===== src/rtl/qr_pkg.sv =====
// Shared types and widths for the finder-pattern scanner.
package qr_pkg;

    localparam int ADDR_W  = 20;
    localparam int RUN_W   = 9;
    localparam int TOT_W   = 12;
    localparam int COORD_W = 9;
    localparam int RUN_MAX = (1 << RUN_W) - 1;

    typedef enum logic [1:0] {
        IDLE,
        SCAN,
        DRAIN,
        DONE
    } scan_state_t;

    // Run length increment that sticks at the largest representable length.
    function automatic logic [RUN_W-1:0] run_inc(input logic [RUN_W-1:0] len);
        return (len == RUN_W'(RUN_MAX)) ? len : len + 1'b1;
    endfunction

endpackage


===== src/rtl/run_ratio_check.sv =====
// Combinational 1:1:3:1:1 finder test over the five most recent runs.
// Index 0 is the oldest run, index 4 the newest.
module run_ratio_check
    import qr_pkg::*;
#(
    parameter int MIN_TOTAL = 14
) (
    input  logic [4:0][RUN_W-1:0] run_len,
    input  logic [4:0]            run_color,
    input  logic [2:0]            run_count,
    output logic                  pass,
    output logic [TOT_W-1:0]      total
);

    localparam int         CW            = 14;
    localparam logic [4:0] FINDER_COLORS = 5'b01010;
    localparam logic [CW-1:0] MIN_T      = CW'(MIN_TOTAL);

    logic [CW-1:0]        sum;
    logic signed [CW-1:0] sum_s;
    logic signed [CW-1:0] diff;
    logic signed [CW-1:0] mag;
    logic                 ratio_ok;

    // Each run r must satisfy |14r - w*T| < T (w = 6 for the centre, 2 otherwise),
    // i.e. r lies within half a module of its ideal share of T/7.
    always_comb begin
        sum      = '0;
        ratio_ok = 1'b1;
        diff     = '0;
        mag      = '0;
        for (int i = 0; i < 5; i++) begin
            sum = sum + CW'(run_len[i]);
        end
        sum_s = $signed(sum);
        for (int i = 0; i < 5; i++) begin
            diff = $signed(CW'(14) * CW'(run_len[i])) - sum_s * ((i == 2) ? 14'sd6 : 14'sd2);
            mag  = diff[CW-1] ? -diff : diff;
            if (mag >= sum_s) begin
                ratio_ok = 1'b0;
            end
        end
        total = sum[TOT_W-1:0];
        pass  = (run_count == 3'd5) && (run_color == FINDER_COLORS) &&
                (sum >= MIN_T) && ratio_ok;
    end

endmodule


===== src/rtl/finder_scan.sv =====
// Raster scanner that run-length encodes each image row read from BRAM and
// reports every position where the last five runs form a finder pattern.
module finder_scan
    import qr_pkg::*;
#(
    parameter int WIDTH     = 480,
    parameter int HEIGHT    = 480,
    parameter int MIN_TOTAL = 14
) (
    input  logic               clk_in,
    input  logic               rst_in,
    input  logic               start_in,
    input  logic               pixel_in,
    output logic [ADDR_W-1:0]  addr_out,
    output logic               rd_en_out,
    output logic               hit_valid_out,
    output logic [COORD_W-1:0] hit_x_out,
    output logic [COORD_W-1:0] hit_y_out,
    output logic [TOT_W-1:0]   hit_total_out,
    output logic [7:0]         hit_count_out,
    output logic               busy_out,
    output logic               done_out
);

    localparam logic [ADDR_W-1:0]  LAST_ADDR = ADDR_W'(WIDTH * HEIGHT - 1);
    localparam logic [COORD_W-1:0] LAST_COL  = COORD_W'(WIDTH - 1);

    scan_state_t state, state_next;

    logic [ADDR_W-1:0]  issue_addr;
    logic [COORD_W-1:0] issue_col, issue_row;
    logic [1:0]         drain_cnt;

    logic               s1_valid, s2_valid;
    logic [COORD_W-1:0] s1_col, s1_row, s2_col, s2_row;

    logic [RUN_W-1:0]   cur_len;
    logic               cur_color;
    logic [COORD_W-1:0] cur_start;

    logic [4:0][RUN_W-1:0]   sr_len;
    logic [4:0]              sr_color;
    logic [2:0][COORD_W-1:0] sr_start;
    logic [2:0]              sr_cnt;
    logic                    pushed;
    logic [COORD_W-1:0]      push_row;

    logic             s2_last, clear_sr, push_a, push_b;
    logic [RUN_W-1:0] a_len;
    logic             chk_pass;
    logic [TOT_W-1:0] chk_total;

    // State register.
    always_ff @(posedge clk_in) begin
        if (rst_in) begin
            state <= IDLE;
        end else begin
            state <= state_next;
        end
    end

    // Next state and the state-decoded BRAM/status outputs.
    always_comb begin
        state_next = state;
        rd_en_out  = 1'b0;
        addr_out   = '0;
        busy_out   = 1'b0;
        done_out   = 1'b0;
        case (state)
            IDLE: begin
                if (start_in) state_next = SCAN;
            end
            SCAN: begin
                rd_en_out = 1'b1;
                addr_out  = issue_addr;
                busy_out  = 1'b1;
                if (issue_addr == LAST_ADDR) state_next = DRAIN;
            end
            DRAIN: begin
                busy_out = 1'b1;
                if (drain_cnt == 2'd3) state_next = DONE;
            end
            DONE: begin
                done_out   = 1'b1;
                state_next = IDLE;
            end
            default: state_next = IDLE;
        endcase
    end

    // Raster address counters and the drain timer; idle at zero outside SCAN.
    always_ff @(posedge clk_in) begin
        if (rst_in || state != SCAN) begin
            issue_addr <= '0;
            issue_col  <= '0;
            issue_row  <= '0;
        end else begin
            issue_addr <= issue_addr + 1'b1;
            if (issue_col == LAST_COL) begin
                issue_col <= '0;
                issue_row <= issue_row + 1'b1;
            end else begin
                issue_col <= issue_col + 1'b1;
            end
        end
        if (rst_in || state != DRAIN) begin
            drain_cnt <= '0;
        end else begin
            drain_cnt <= drain_cnt + 1'b1;
        end
    end

    // Two-stage coordinate pipeline matching the BRAM read latency.
    always_ff @(posedge clk_in) begin
        if (rst_in) begin
            s1_valid <= 1'b0;
            s2_valid <= 1'b0;
            s1_col   <= '0;
            s1_row   <= '0;
            s2_col   <= '0;
            s2_row   <= '0;
        end else begin
            s1_valid <= (state == SCAN);
            s1_col   <= issue_col;
            s1_row   <= issue_row;
            s2_valid <= s1_valid;
            s2_col   <= s1_col;
            s2_row   <= s1_row;
        end
    end

    // Decide which runs close on this sample. A colour change on the last
    // column closes two runs at once; the trailing one-pixel run only matters
    // when it is dark, since a finder always ends on a dark run.
    always_comb begin
        s2_last  = (s2_col == LAST_COL);
        clear_sr = 1'b0;
        push_a   = 1'b0;
        push_b   = 1'b0;
        a_len    = cur_len;
        if (s2_valid) begin
            if (s2_col == '0) begin
                clear_sr = 1'b1;
            end else if (pixel_in == cur_color) begin
                if (s2_last) begin
                    push_a = 1'b1;
                    a_len  = run_inc(cur_len);
                end
            end else begin
                push_a = 1'b1;
                push_b = s2_last && !pixel_in;
            end
        end
    end

    // Current run tracking and the five-entry run history.
    always_ff @(posedge clk_in) begin
        if (rst_in) begin
            cur_len   <= '0;
            cur_color <= 1'b0;
            cur_start <= '0;
            sr_len    <= '0;
            sr_color  <= '0;
            sr_start  <= '0;
            sr_cnt    <= '0;
            pushed    <= 1'b0;
            push_row  <= '0;
        end else begin
            pushed <= push_a;
            if (s2_valid) begin
                if (s2_col == '0 || pixel_in != cur_color) begin
                    cur_len   <= RUN_W'(1);
                    cur_color <= pixel_in;
                    cur_start <= s2_col;
                end else begin
                    cur_len <= run_inc(cur_len);
                end
            end
            if (clear_sr) begin
                sr_cnt <= '0;
            end else if (push_b) begin
                sr_len   <= {RUN_W'(1), a_len, sr_len[4:2]};
                sr_color <= {1'b0, cur_color, sr_color[4:2]};
                sr_start <= {s2_col, cur_start, sr_start[2]};
                sr_cnt   <= (sr_cnt >= 3'd3) ? 3'd5 : sr_cnt + 3'd2;
            end else if (push_a) begin
                sr_len   <= {a_len, sr_len[4:1]};
                sr_color <= {cur_color, sr_color[4:1]};
                sr_start <= {cur_start, sr_start[2:1]};
                sr_cnt   <= (sr_cnt == 3'd5) ? 3'd5 : sr_cnt + 3'd1;
            end
            if (push_a) begin
                push_row <= s2_row;
            end
        end
    end

    run_ratio_check #(
        .MIN_TOTAL(MIN_TOTAL)
    ) u_check (
        .run_len  (sr_len),
        .run_color(sr_color),
        .run_count(sr_cnt),
        .pass     (chk_pass),
        .total    (chk_total)
    );

    // Register a hit the cycle after the history update; values hold between strobes.
    always_ff @(posedge clk_in) begin
        if (rst_in) begin
            hit_valid_out <= 1'b0;
            hit_x_out     <= '0;
            hit_y_out     <= '0;
            hit_total_out <= '0;
            hit_count_out <= '0;
        end else begin
            hit_valid_out <= pushed && chk_pass;
            if (pushed && chk_pass) begin
                hit_x_out     <= sr_start[0] + COORD_W'(sr_len[2] >> 1);
                hit_y_out     <= push_row;
                hit_total_out <= chk_total;
                if (hit_count_out != 8'hFF) hit_count_out <= hit_count_out + 8'd1;
            end
            if (state == IDLE && start_in) begin
                hit_count_out <= '0;
            end
        end
    end

endmodule


===== config.mk =====
export PLATFORM = sky130hd
export DESIGN_NAME = finder_scan
export DESIGN_NICKNAME = d
export VERILOG_FILES = /design/src/rtl/qr_pkg.sv /design/src/rtl/run_ratio_check.sv /design/src/rtl/finder_scan.sv
export SDC_FILE = /design/constraint.sdc
export NUM_CORES = 1
export LEC_CHECK = 0
export ABC_CLOCK_PERIOD_IN_PS = 10500
export CAP_MARGIN = 20
export CORE_MARGIN = 2
export CORE_UTILIZATION = 30
export DETAILED_ROUTE_END_ITERATION = 16
export PLACE_DENSITY = 0.54
export REMOVE_ABC_BUFFERS = 1
export SLEW_MARGIN = 40
export SYNTH_ARGS = -nofsm -noshare
export SYNTH_HDL_FRONTEND = slang
export SYNTH_SLANG_ARGS = --single-unit

===== constraint.sdc =====
create_clock -name clk_in -period 10.5 [get_ports clk_in]
set_input_delay 2.1 -clock clk_in [delete_from_list [all_inputs] [get_ports clk_in]]
set_output_delay 2.1 -clock clk_in [all_outputs]
set_load 0.005 [all_outputs]

# Word-level counts from Yosys, hierarchy flattened
# Index checks and enable logic that the tools add are counted.
# classes
bitwise_logic,1
n_mul,6
n_eq_ne,18
n_reduce_logical,21
addsub,23
magnitude_cmp,7
muxes,43
# ops
op,n
two-way mux 45 bit,2
>= comparator 14 bit,5
two-way mux 14 bit,5
negation 14 bit,5
subtractor 14 bit,5
multiplier 3 x 9 -> 12 bit (first input constant),5
two-way mux 27 bit,2
two-way mux 9 bit,6
adder 14 x 9 -> 14 bit,3
adder 9 x 1 -> 9 bit (second input constant),3
equality test 9 bit (second input constant),3
adder 20 x 1 -> 20 bit (second input constant),1
equality test 20 x 18 -> 1 bit (second input constant),1
two-way mux 20 bit,1
two-way mux 1 bit,17
>= comparator 14 x 4 -> 1 bit (second input constant),1
multiplier 14 x 3 -> 13 bit (second input constant),1
two-way mux 3 bit,4
adder 9 x 9 -> 10 bit,1
two-way mux 5 bit,2
adder 9 x 8 -> 9 bit,1
zero test 9 bit,1
adder 8 x 1 -> 8 bit (second input constant),1
!= test 2 bit (second input constant),4
23 further kinds,39
# word_totals
register_bits,228
elab_cells,150
inputBits,4
out_inout_bits,62

# Logic depth before layout (Yosys ltp)
# Gate-level depths: netlist of the first run.
# logic_depth
depth_word,16
mapped_depth,51

# Hierarchy
# A second synthesis of the first run with hierarchy kept.
# hier_totals
hier_cells,2270
area_unflattened_um2,19507.5
# modules_own_cells
mod,area_per_inst_um2,n_inst,cells_per_inst
finder_scan,9894.5,1,1107
run_ratio_check,9613.0,1,1163

# Worst setup path after synthesis of the first run
# OpenSTA, ideal clock, no wires.
# synth_path
path_kind,flip-flop to flip-flop
startpoint,reg sr_len[9] (netlist name)
endpoint,reg hit_x_out[0]
arrival_ns,9.547
period_less_slack_ns,9.675
path_buffers,5
path_stages_with_launch,50
setup_time_ns,0.128
setup_slack_ns,0.825
path_cell_list,dfxtp_1 -> ha_1 -> inv_1 -> fa_1 -> inv_1 -> a21oi_1 -> o21ai_0 -> a21oi_1 -> o21bai_1 -> xor2_1 -> fa_1 -> inv_1 -> fa_1 -> inv_1 -> ha_1 -> or3_1 -> o211a_4 -> inv_2 -> (+14 left out) -> xnor2_1 -> xor2_1 -> clkbuf_1 -> o21ai_0 -> xnor2_1 -> ha_1 -> and4_1 -> a21oi_1 -> a21oi_1 -> a221oi_1 -> o21ai_0 -> o21ai_0 -> o2111ai_1 -> nor3_2 -> buf_4 -> buf_6 -> mux2i_1 -> nor2_1
# synth_between
elab_chain_len,15
word_cells_on_any_way,35
classes_between,14 x add/sub; 2 x mul; 6 x order compare; 10 x mux; 3 x reduce/logical
# synth_lines
item,line_no,text
"start, declared",finder_scan.sv:41,logic [4:0][RUN_W-1:0] sr_len;
"start signal, assigned",finder_scan.sv:182,"sr_len <= {RUN_W'(1), a_len, sr_len[4:2]};"
"start signal, assigned",finder_scan.sv:187,"sr_len <= {a_len, sr_len[4:1]};"
"parallel branches: the longest is 13 deep, another holds adder 14 x 9 -> 14 bit",-,
logical AND 1 bit *,run_ratio_check.sv:45,(sum >= MIN_T) && ratio_ok;
logical AND 1 bit *,finder_scan.sv:218,if (pushed && chk_pass) begin
"end signal, assigned",finder_scan.sv:219,hit_x_out <= sr_start[0] + COORD_W'(sr_len[2] >> 1);
"end, declared",finder_scan.sv:17,"output logic [COORD_W-1:0] hit_x_out,"
# Every way passes the cells marked *.
# A chain may end at the register's enable or synchronous reset.

# Final worst setup path of the first run
# layout_path
startpoint,reg sr_len[0] (netlist name)
endpoint,reg hit_count_out[4]
# layout_between
elab_chain_len,16
word_cells_on_any_way,36
classes_between,14 x add/sub; 2 x mul; 6 x order compare; 10 x mux; 4 x reduce/logical
# layout_lines
item,line_no,text
"parallel branches: the longest is 13 deep, another holds adder 14 x 9 -> 14 bit",-,
logical AND 1 bit *,run_ratio_check.sv:45,
logical AND 1 bit *,finder_scan.sv:218,
AND reduction 2 bit (no line) *,-,
"end signal, assigned",finder_scan.sv:222,if (hit_count_out != 8'hFF) hit_count_out <= hit_count_out + 8'd1;
"end, declared",finder_scan.sv:20,"output logic [7:0] hit_count_out,"
# Marked as above.

==> impl_metrics.ini, run 1 <==
[route]
drc_errors = 0
avgRoutedWirePerCell_um = 16.3
wirelength_um = 52200
firstDrtPassIters = 5
drt-initial-drc-count = 790
ant_nets = 0
avgViaCountPerCell = 5.07
dr_total_vias = 16200

[clocking]
clk_latency_ns = 0.56
cts_hold_buffers = 0
ctsHtreeMaxLevel = 1
cts_made_buffers = 27
cts_sinks = 228
cts_tree = built
clock-root-buffer = clkbuf_16
clkTransAtPathRegs_ns = 0.07
clock_path_buffers = 3

[worst_setup_path]
crit_cells = 44
crit_top_cell = a21oi_1
crit_end = hit_count_out[4]
r2r_slack_ns = 0.71
setup.worst_path.end_class = register
crit_arrival_ns = 10.23
cp_slowest_cell = a211oi_1
worstSetupStartpointType = register
path_class = reg -> reg
critical_path_buf_inv_count = 5
crit_start = sr_len[0]
worstPathMaxFanout = 11
worstPathRequired_ns = 10.95
critPathTopFamily = adder cells
worstReg2RegEnd = hit_count_out[4]
reg2reg_depth = 44
worst_path_largest_cell_delay_ns = 0.69
r2r-start = sr_len[0]

[synth]
synthArstFlopShare = 0
synth-edff-count = 0
synth-seq-area-share = 0.240
yosysTopAreaCellShare = 0.240
synthFlopType = dfxtp_1
ys_types = 79
synth.most_common_cell = ha_1
yosys_warnings = 0
synth_area_leaders = dfxtp_1, ha_1, fa_1
synth_area_leader_cell = dfxtp_1
syn_inst = 2280
avgSynthCellArea_sq_um = 8.33
synth.cells.most_frequent = ha_1, dfxtp_1, nor2_1
synth_area_sq_mm = 0.0190
synth-seq-cells = 228

[timing]
worst_pin_slew_ns = 0.836
hold_viol = 0
maxSlewHeadroom = 0.441
setup_slack_ns = 0.712
finalClockSkew_ns = 0.0116
final.setup.tns_ns = 0
period_share = 0.932
rsz0062_at_grt = no
finalSetupViolCount = 0
fmax_ghz = 0.102
drv_slew = 0
post-route-min-period_ns = 9.79

[floorplanning]
core.rowCount = 92
fp.dieW_um = 256
die-area_sq_mm = 0.0653
start_util = 0.302
coreArea_sq_mm = 0.0629
fp.dieH_um = 256
io-pin-count = 66

[layout]
diodes = 0
areaGrowthSynthToFinish_pct = 14.0
layout.cells.non_filler = 3196
utilization = 0.345
fin_nets = 2636
fin_area_sq_mm = 0.0217
drive_gt1_frac = 0.0532

[placed_design]
dpl_cell_area_sq_mm = 0.0207
pre_cts_ws_ns = 0.0405
portBuffers = 65
hpwlAfterDp_um = 39600
place_inst = 3145
globalplace.congestion = 0.846

[power]
vdd_drop_max_v = 0.000179
powerDensity_mw_per_mm2 = 120
leakagePower_nw = 9.00

[global_routing]
overflow = 0
antenna_found_initial = 0
grt_max_degree = 101
grt_first_pass_wirelength_um = 85000
track_usage = 0.157
grt_pass1_vias = 16000

[run_status]
status = finished clean

[flow_run]
maxCapViolCount = 0

[hold_path]
hold_class = reg -> reg
worst register-to-register path, delay by kind of cell, from the launching register on:
kind,cells,cell delay (ns)
fa+ha+maj,8,2.92
compound gates,15,2.59
simple gates,9,1.93
xor+xnor,6,1.07
buf+inv,5,0.44
flops,1,0.43
mux,1,0.34
kinds of logic (layout without fill, tap and decap cells):
group                      count (synthesis)  after routing  synth area share
DFF                                      228            228             0.240
muxes                                     38             38            0.0201
buffers and inverters                    227            297            0.0466
xor gates and xnor gates                 191            191            0.0888
adders and majority gates                311            311             0.232
AOI/OAI and AO/OA                        517            517             0.180
and+or+nand+nor                          768            768             0.192
per-stage QoR:
stage	power (mW)	hold slack [ns]
2_1_floorplan	1.37	0.403
3_3_place_gp	1.57	0.417
3_5_place_dp	1.58	0.420
4_1_cts	2.59	0.432
5_1_grt	2.73	0.452
6_report	2.59	0.426
placed cells by master (no fill, tap or decap), types with 67 or more instances in the layout:
cell type  instances
xor2_1            67
fa_1              71
nor2_1           227
a21oi_1          159
o21ai_0           87
dfxtp_1          227
inv_1            148
nand2_1          224
ha_1             232
xnor2_1          122
metal layers:
layer	up-vias	share of wire	GRT usage
li1	8078	-	-
met1	7830	0.47	0.207
met2	250	0.48	0.282
met3	36	0.036	0.0167
met4	0	0.014	0.0232
met5	-	0	0
timing repair:
action	4_1_cts	5_1_grt
resized for setup	0	9
endpoints found under the hold margin	0	0
setup endpoints to repair	0	39
buffers inserted	0	1
report_power, final:
| group | internal [mW] | switching [mW] |
|---|---|---|
| Combinational | 0.285 | 0.414 |
| Clock | 0.597 | 0.404 |
| Sequential | 0.876 | 0.0134 |
worst min path at each step:
stage          slack [ns]      endpoint  cells past startpoint         start
5_1_grt              0.45     s2_col[6]                      1     s1_col[6]
3_3_place_gp         0.42  drain_cnt[0]                      1  drain_cnt[0]
2_1_floorplan        0.40  drain_cnt[0]                      1  drain_cnt[0]
6_report             0.43  drain_cnt[0]                      1  drain_cnt[0]
3_5_place_dp         0.42  drain_cnt[0]                      1  drain_cnt[0]
4_1_cts              0.43  drain_cnt[0]                      1  drain_cnt[0]
flip-flops by register name, indices dropped and copies added (netlist names), 12 cells and up:
signal,cells
hit_total_out,12
issue_addr,20
sr_len,45
sr_start,27
area by class of cell:
cell class,count,area (sq um)
Sequential cell,228,4570
Timing Repair Buffer,97,916
Fill cell,6646,41200
Inverter,150,563
Clock buffer,33,758
Multi-Input combinational cell,1825,13600
Clock inverter,17,205
Tap cell,846,1060
(Power assumes the default switching activity.)
==> run 2: changes to the inputs <==
--- a/config.mk
+++ b/config.mk
@@ -12,7 +12,6 @@
 export DETAILED_ROUTE_END_ITERATION = 16
 export PLACE_DENSITY = 0.54
 export REMOVE_ABC_BUFFERS = 1
-export SLEW_MARGIN = 40
 export SYNTH_ARGS = -nofsm -noshare
 export SYNTH_HDL_FRONTEND = slang
 export SYNTH_SLANG_ARGS = --single-unit
==> run 2 against run 1 <==
  * Global-route usage barely moved
  * Die area did not move
  * First-iteration DRC count rose by 15%
  * Sequential power barely moved
  * Routed wire length rose by 0.49%
  * Setup slack barely moved
  * Critical path depth rose by 2
  * Combinational power fell by 1%
  * Flip-flop and latch count did not move
  * Critical path type unchanged
==> impl_metrics.ini, run 2 (synthesized netlist as in run 1, its figures left out) <==
[run_status]
status = finished clean

[route]
firstDrtPassIters = 5
avgViaCountPerCell = 5.06
avgRoutedWirePerCell_um = 16.4
drt-initial-drc-count = 911
drc_errors = 0
wirelength_um = 52500
ant_nets = 0
dr_total_vias = 16200

[global_routing]
grt_max_degree = 101
grt_pass1_vias = 16000
grtUsageMet2 = 0.276
track_usage = 0.157
grtUsageMet3 = 0.0173
grt_first_pass_wirelength_um = 84800
grt.met1_usage = 0.207
gr-max-usage-layer = met2
overflow = 0
antenna_found_initial = 0

[placed_design]
place_inst = 3146
portBuffers = 65
hpwlAfterDp_um = 39600
globalplace.congestion = 0.846
pre_cts_ws_ns = 0.107

[worst_setup_path]
worstPathRequired_ns = 10.93
cp_slowest_cell = nor4_2
worstPathMaxFanout = 17
worstReg2RegEnd = hit_count_out[5]
crit_arrival_ns = 10.22
critPathTopFamily = adder cells
worst_path_largest_cell_delay_ns = 0.57
worstSetupStartpointType = register
crit_top_cell = a21oi_1
critical_path_buf_inv_count = 7
setup.worst_path.end_class = register
r2r_slack_ns = 0.71
r2r-start = sr_len[9]
path_class = reg -> reg
reg2reg_depth = 46

[layout]
final_common_cell = ha_1
fin_nets = 2639
reg.largest.list = sr_len: 45 flops, sr_start: 27 flops, issue_addr: 20 flops
regMostFlops = sr_len
num-fill-cells = 6596
layout_common_cells = ha_1, nor2_1, dfxtp_1
largest_reg_flops = 45
areaGrowthSynthToFinish_pct = 13.8
drive_gt1_frac = 0.0506
layout.cells.non_filler = 3197
diodes = 0

[timing]
finalSetupViolCount = 0
rsz0062_at_grt = no
fmax_ghz = 0.102
finalClockSkew_ns = 0.0385
hold_viol = 0
worst_pin_slew_ns = 0.937
maxSlewHeadroom = 0.371
period_share = 0.932
post-route-min-period_ns = 9.79
setup_slack_ns = 0.712
final.setup.tns_ns = 0
drv_slew = 0

[floorplanning]
start_util = 0.302
coreArea_sq_mm = 0.0629
fp.dieH_um = 256
core.rowCount = 92
fp.dieW_um = 256
io-pin-count = 66
die-area_sq_mm = 0.0653

[clocking]
clock_path_buffers = 3
clk_latency_ns = 0.57
clock-root-buffer = clkbuf_16
cts_made_buffers = 26
cts_tree = built
ctsHtreeMaxLevel = 1
clkTransAtPathRegs_ns = 0.06
cts_sinks = 228

[hold_path]
hold_end = s2_col[6]
hold_depth = 1
min_from = s1_col[6]
hold_class = reg -> reg

[power]
leakagePower_nw = 8.97
totalPowerFinal_mw = 2.48
powerDensity_mw_per_mm2 = 115
vdd_drop_max_v = 0.000126

[flow_run]
maxCapViolCount = 0
==> run 2: routing by layer <==
metal  vias up  wire length, um
li1       8079                -
met1      7802            24500
met2       227            25000
met3        62             1930
met4         0             1090
met5         -                0
==> run 2: power breakdown <==
group	internal [mW]	leakage, nW	switching (mW)
logic	0.278	6.71	0.412
registers	0.876	1.84	0.0133
clock network	0.522	0.421	0.382
==> run 2: area by class of cell <==
cell class / count / area [sq um] / area share
Sequential cell: 228 / 4570 / 0.211
Clock buffer: 36 / 738 / 0.0342
Tap cell: 846 / 1060 / 0.0490
Clock inverter: 11 / 123 / 0.00568
Inverter: 150 / 563 / 0.0261
Multi-Input combinational cell: 1825 / 13600 / 0.628
Timing Repair Buffer: 101 / 976 / 0.0452
==> run 2: worst max path at each step <==
stage	cells past startpoint	startpoint	to
finish	46	sr_len[9]	hit_count_out[5]
global route	48	sr_len[9]	hit_y_out[0]
CTS	46	sr_len[9]	hit_count_out[5]
detailed placement	47	sr_len[9]	hit_count_out[5]
global placement	47	sr_len[9]	hit_count_out[5]
floorplan	44	sr_len[9]	hit_count_out[5]
==> run 2: timing repair <==
item | in CTS | in global routing
buffers inserted | 0 | 3
setup endpoints to repair | 0 | 39
resized for setup | 0 | 14
hold buffers | 0 | 0
==> run 2: per-stage QoR <==
step / hold slack [ns] / area [sq um] / util
CTS: 0.415 / 21500 / 0.342
global placement: 0.417 / 20600 / 0.328
global route: 0.425 / 21600 / 0.344
floorplan: 0.403 / 18700 / -
detailed placement: 0.421 / 20700 / 0.329
finish: 0.414 / 21600 / 0.344
